--- src/rtl/mu0_control.sv ---
// -----------------------------------------------------------------------------
// mu0_control
//   Control sequencer for the 16-bit MU0 datapath. Runs a fetch/execute FSM
//   against variable-latency memory (mem_ready handshake) and stops the
//   processor with a sticky bus error if an access waits too long.
//
// Ports
//   Clk        in   system clock, rising edge
//   nReset     in   asynchronous active-low reset
//   F[3:0]     in   opcode, IR[15:12]
//   N, Z       in   Acc negative / zero flags
//   mem_ready  in   memory completes the current access this cycle
//   X_sel      out  X mux   (0=PC, 1=Acc)
//   Y_sel      out  Y mux   (0=IR[11:0], 1=memory data)
//   Addr_sel   out  address (0=PC, 1=IR[11:0])
//   ALU_fs     out  00=pass Y, 01=X+Y, 10=X+1, 11=X-Y
//   PC_En, IR_En, Acc_En  out  register load enables
//   MEM_rd, MEM_wr        out  memory strobes
//   Halted     out  processor stopped
//   Bus_err    out  sticky memory-timeout flag
// -----------------------------------------------------------------------------
module mu0_control #(
  parameter int WAIT_LIMIT = 15,
  parameter int WCNT_W     = 8
) (
  input  logic       Clk,
  input  logic       nReset,
  input  logic [3:0] F,
  input  logic       N,
  input  logic       Z,
  input  logic       mem_ready,
  output logic       X_sel,
  output logic       Y_sel,
  output logic       Addr_sel,
  output logic [1:0] ALU_fs,
  output logic       PC_En,
  output logic       IR_En,
  output logic       Acc_En,
  output logic       MEM_rd,
  output logic       MEM_wr,
  output logic       Halted,
  output logic       Bus_err
);

  typedef enum logic [1:0] {
    S_IDLE  = 2'd0,
    S_FETCH = 2'd1,
    S_EXEC  = 2'd2,
    S_HALT  = 2'd3
  } state_t;

  localparam logic [3:0] OP_LDA = 4'h0;
  localparam logic [3:0] OP_STA = 4'h1;
  localparam logic [3:0] OP_ADD = 4'h2;
  localparam logic [3:0] OP_SUB = 4'h3;
  localparam logic [3:0] OP_JMP = 4'h4;
  localparam logic [3:0] OP_JGE = 4'h5;
  localparam logic [3:0] OP_JNE = 4'h6;
  localparam logic [3:0] OP_STP = 4'h7;

  localparam logic [WCNT_W-1:0] LIMIT = WCNT_W'(WAIT_LIMIT);

  state_t            r_state;
  state_t            w_next_state;
  logic [WCNT_W-1:0] r_wait_cnt;
  logic              r_bus_err;
  logic              w_mem_access;
  logic              w_waiting;
  logic              w_timeout;

  // A memory access is in flight during every FETCH and during EXEC of
  // opcodes 0-3 (the only ones that touch memory).
  assign w_mem_access = (r_state == S_FETCH) ||
                        ((r_state == S_EXEC) && (F[3:2] == 2'b00));
  assign w_waiting    = w_mem_access && !mem_ready;
  // mem_ready in the limit cycle wins, so timeout needs mem_ready low.
  assign w_timeout    = w_waiting && (r_wait_cnt == LIMIT);

  assign Bus_err = r_bus_err;

  // State register
  always_ff @(posedge Clk or negedge nReset) begin
    if (!nReset) begin
      r_state <= S_IDLE;
    end else begin
      r_state <= w_next_state;
    end
  end

  // Wait counter and sticky bus-error flag
  always_ff @(posedge Clk or negedge nReset) begin
    if (!nReset) begin
      r_wait_cnt <= {WCNT_W{1'b0}};
      r_bus_err  <= 1'b0;
    end else begin
      if (w_next_state != r_state) begin
        r_wait_cnt <= {WCNT_W{1'b0}};
      end else if (w_waiting) begin
        r_wait_cnt <= r_wait_cnt + {{(WCNT_W-1){1'b0}}, 1'b1};
      end else begin
        r_wait_cnt <= r_wait_cnt;
      end
      if (w_timeout) begin
        r_bus_err <= 1'b1;
      end else begin
        r_bus_err <= r_bus_err;
      end
    end
  end

  // Next-state logic
  always_comb begin
    w_next_state = r_state;
    case (r_state)
      S_IDLE: begin
        w_next_state = S_FETCH;
      end
      S_FETCH: begin
        if (mem_ready) begin
          w_next_state = S_EXEC;
        end else if (w_timeout) begin
          w_next_state = S_HALT;
        end else begin
          w_next_state = S_FETCH;
        end
      end
      S_EXEC: begin
        if (w_mem_access) begin
          if (mem_ready) begin
            w_next_state = S_FETCH;
          end else if (w_timeout) begin
            w_next_state = S_HALT;
          end else begin
            w_next_state = S_EXEC;
          end
        end else if (F == OP_STP) begin
          w_next_state = S_HALT;
        end else begin
          w_next_state = S_FETCH;
        end
      end
      S_HALT: begin
        w_next_state = S_HALT;
      end
      default: begin
        w_next_state = S_IDLE;
      end
    endcase
  end

  // Output decode; enables on memory opcodes are gated by mem_ready so a
  // stalled or timed-out access never loads a register.
  always_comb begin
    X_sel    = 1'b0;
    Y_sel    = 1'b0;
    Addr_sel = 1'b0;
    ALU_fs   = 2'b00;
    PC_En    = 1'b0;
    IR_En    = 1'b0;
    Acc_En   = 1'b0;
    MEM_rd   = 1'b0;
    MEM_wr   = 1'b0;
    Halted   = 1'b0;
    case (r_state)
      S_IDLE: begin
        Halted = 1'b0;
      end
      S_FETCH: begin
        MEM_rd = 1'b1;
        ALU_fs = 2'b10;
        IR_En  = mem_ready;
        PC_En  = mem_ready;
      end
      S_EXEC: begin
        case (F)
          OP_LDA: begin
            Addr_sel = 1'b1;
            MEM_rd   = 1'b1;
            Y_sel    = 1'b1;
            ALU_fs   = 2'b00;
            Acc_En   = mem_ready;
          end
          OP_STA: begin
            Addr_sel = 1'b1;
            MEM_wr   = 1'b1;
          end
          OP_ADD, OP_SUB: begin
            Addr_sel = 1'b1;
            MEM_rd   = 1'b1;
            X_sel    = 1'b1;
            Y_sel    = 1'b1;
            ALU_fs   = (F == OP_ADD) ? 2'b01 : 2'b11;
            Acc_En   = mem_ready;
          end
          OP_JMP: begin
            PC_En = 1'b1;
          end
          OP_JGE: begin
            PC_En = !N;
          end
          OP_JNE: begin
            PC_En = !Z;
          end
          OP_STP: begin
            PC_En = 1'b0;
          end
          default: begin
            PC_En = 1'b0;
          end
        endcase
      end
      S_HALT: begin
        Halted = 1'b1;
      end
      default: begin
        Halted = 1'b0;
      end
    endcase
  end

endmodule

--- config.mk ---
export PLATFORM = sky130hd
export DESIGN_NAME = mu0_control
export DESIGN_NICKNAME = d
export VERILOG_FILES = /design/src/rtl/mu0_control.sv
export SDC_FILE = /design/constraint.sdc
export NUM_CORES = 1
export LEC_CHECK = 0
export CORE_MARGIN = 3
export CORE_UTILIZATION = 51
export CTS_CLUSTER_DIAMETER = 60
export DETAILED_ROUTE_END_ITERATION = 8
export PLACE_DENSITY = 0.83
export SETUP_SLACK_MARGIN = 0.15
export SLEW_MARGIN = 20
export SYNTH_ARGS = -nofsm -noshare
export SYNTH_HDL_FRONTEND = slang
export SYNTH_SLANG_ARGS = --single-unit
--- constraint.sdc ---
create_clock -name Clk -period 3.5 [get_ports Clk]
set_input_delay 0.35 -clock Clk [delete_from_list [all_inputs] [get_ports Clk]]
set_output_delay 0.35 -clock Clk [all_outputs]
set_load 0.1 [all_outputs]
==> metrics.txt <==
status=completed; R2R Path End=r_wait_cnt[3]; Worst Max-Slew Pin Slew=0.964 ns; via count of the first global-routing pass=692; Synth top area share=0.342; Vias/cell=5.69; GRT Total Usage=0.191; CP max FO=7; Worst R2R Start=r_state[1]; skew final=0.00656 ns; Setup TNS=0 ns; Clk pin slew, worst setup/hold paths=around 0.07 ns; # hold bufs at CTS=0; unrepaired setup endpoints after global routing=no; # rows=13; initial antenna violation count=0; die area=roughly 2100 sq um; Post-Synth Adder-Cell Area=0.0776; GP Congestion=between 0.7 and 0.8; worst-skew pair later-pin latency=0.27 ns; sequential area share after synthesis=0.342; Final Hold Vio Count=0; Layout Nets=129; Mean Syn Cell Area=8.95 sq um; Synth Area in XOR/XNOR=0.0652; Mapped Nets=104; Max clock buf depth=2; clk sinks=11; share of cells above drive strength 1=0.228; # Post-CTS Setup Buffers=0; crit path capture type=output pin; Synth area leaders=dfrtp_1 (34%), ha_1 (7.8%), nor2_1 (5.1%); Post-CTS Resized=0; Slew HR=0.355; min cycle time layout=2.50 ns; Top Ports=21; DRC viols=0; HP Class=primary input to asynchronous set/reset pin; maximum operating frequency=400 MHz; Initial Utilization=0.583; pin count of the biggest net entering global routing=12; Post-Synthesis Cell Area=just over 800 sq um; clk root buf=clkbuf_4; Synth area leader=dfrtp_1; P_leak=0.479 nW; 1st-iter DRT viols=12; Die Y-Extent=45.8 um; DRT Pass-1 Iters=4; number of synthesized flops with an enable pin=0; mux contribution to synthesized area=0; Die W=45.8 um; Synth async-reset ratio=1.00; R2R Setup Slk=1.24 ns; clock buffer count from CTS=3; post-synth cell types=36; Final ANT Viol Nets=0; yosys warns=0; Max IR drop VDD=a little under 0.0003 V; Synth Area in Compound Gates=0.216; core area=1380 sq um; total grt overflow=0; Simple-Gate Fraction of Synth Area=0.276; Most used DFF post-synth=dfrtp_1; P&R area growth vs syn=28.7%; type of origin of the critical path=flip-flop; Final Power=about 0.00024 W; R2R cell count=7; Syn Inst Count=90; Vias=734; final HPWL from detailed placement=roughly 1300 um; CTS tree=yes; Seq cells post-synth=11; largest family of logic cells by synthesized area=simple AND/OR/NAND/NOR gates; first-pass GRT wire length=2940 um; CP Class=flip-flop to output pin; Worst EP required=between 3 and 4 ns; Max Cap Viol=0; Tcrit/Tclk final=0.715; Ant. Diodes=0; IO Port Bufs=20; WL per Instance=around 13 um; Worst Path Arrival=roughly 2.2 ns; Final Slew Violations=0; WL final=1710 um; final setup fails=0; H-tree depth reported by CTS=1; PwrDens=227 nW/um^2; Layout fillers=between 100 and 150
## Yosys cell counts (2+ instances only)
cell type,count
o21ai_0,2
nor2_1,11
o21a_1,2
or3_1,2
and2_1,3
xnor2_1,3
nand4_1,2
inv_1,5
ha_1,5
a21oi_1,6
dfrtp_1,11
a21o_2,2
xor2_1,3
and3_1,3
nand2_1,9
## kinds of logic (layout without fill, tap and decap cells)
logic type,Yosys count,in the layout
buffers and inverters,5,29
AND/OR/NAND/NOR,40,40
XOR/XNOR,6,6
AO/OA/AOI/OAI,23,23
adder cells (fa/ha/maj),5,5
flip-flops,11,11
## flip-flops by register name (all words and copies together) (netlist names)
signal / flops
r_state: 2
Bus_err: 1
r_wait_cnt: 8
## critical path, cell delays in order, from the launching register on
cell and delay, ns:
dfrtp_1 0.40, inv_1 0.12, ha_1 0.27, or3b_4 0.46, nor2_2 0.13, nand2_1 0.08
a21boi_2 0.14, buf_4 0.29
## worst max path at each step
stage | from | end | slack (ns) | cells past startpoint
after floorplan | r_state[0] | ALU_fs[1] | 0.12 | 6
after global placement | mem_ready | r_wait_cnt[4] | 1.15 | 6
after detailed placement | mem_ready | r_wait_cnt[3] | 1.09 | 6
after CTS | r_state[0] | ALU_fs[1] | 0.99 | 7
after global routing | r_state[0] | ALU_fs[1] | 0.83 | 7
final | r_state[0] | ALU_fs[1] | 1.0 | 7
## layout by cell type (no fill, tap or decap), drive strengths merged, types with 2 or more instances in the layout
cell type       n
a21o            2
a21oi           8
and2            3
and3            3
buf            10
clkbuf          3
clkdlybuf4s50  10
dfrtp          11
ha              5
inv             5
nand2           9
nand4           3
nor2           11
o21a            2
o21ai           3
or3             2
xnor2           3
xor2            3
## where the power goes
group	internal, W	switching (W)	leakage [nW]
clock	0.0000423	0.0000410	0.0177
combinational	0.0000114	0.0000101	0.325
sequential	0.000129	0.00000189	0.136
total	0.000182	0.0000529	0.479
## layer usage
layer / GRT usage / wire, um / vias to the layer above
met4: 0.0682 / 14 / 0
met1: 0.261 / 765 / 337
met3: 0.0316 / 146 / 4
met5: 0 / 0 / -
met2: 0.304 / 785 / 25
li1: - / - / 368
## final cells by class
cell class | instances | area [sq um] | area share
inverter | 5 | 18.8 | 0.0181
clock buffer | 3 | 22.5 | 0.0217
sequential | 11 | 275 | 0.265
clock inverter | 1 | 5.00 | 0.00483
timing repair buffer | 20 | 175 | 0.169
tap | 15 | 18.8 | 0.0181
multi-input combinational | 74 | 522 | 0.503
## metrics by stage
| step | cell area (sq um) | instances | setup WS [ns] | hold WS (ns) | util |
|---|---|---|---|---|---|
| after global routing | 1040 | 129 | 0.826 | 0.409 | 0.750 |
| after detailed placement | 1010 | 125 | 1.09 | 0.462 | 0.730 |
| after CTS | 1040 | 129 | 0.986 | 0.411 | 0.750 |
| after floorplan | 816 | 90 | 0.123 | 0.0544 | - |
| after global placement | 1010 | 125 | 1.15 | 0.450 | 0.730 |
| final | 1040 | 129 | 0.998 | 0.399 | 0.750 |
(Power assumes the default switching activity.)
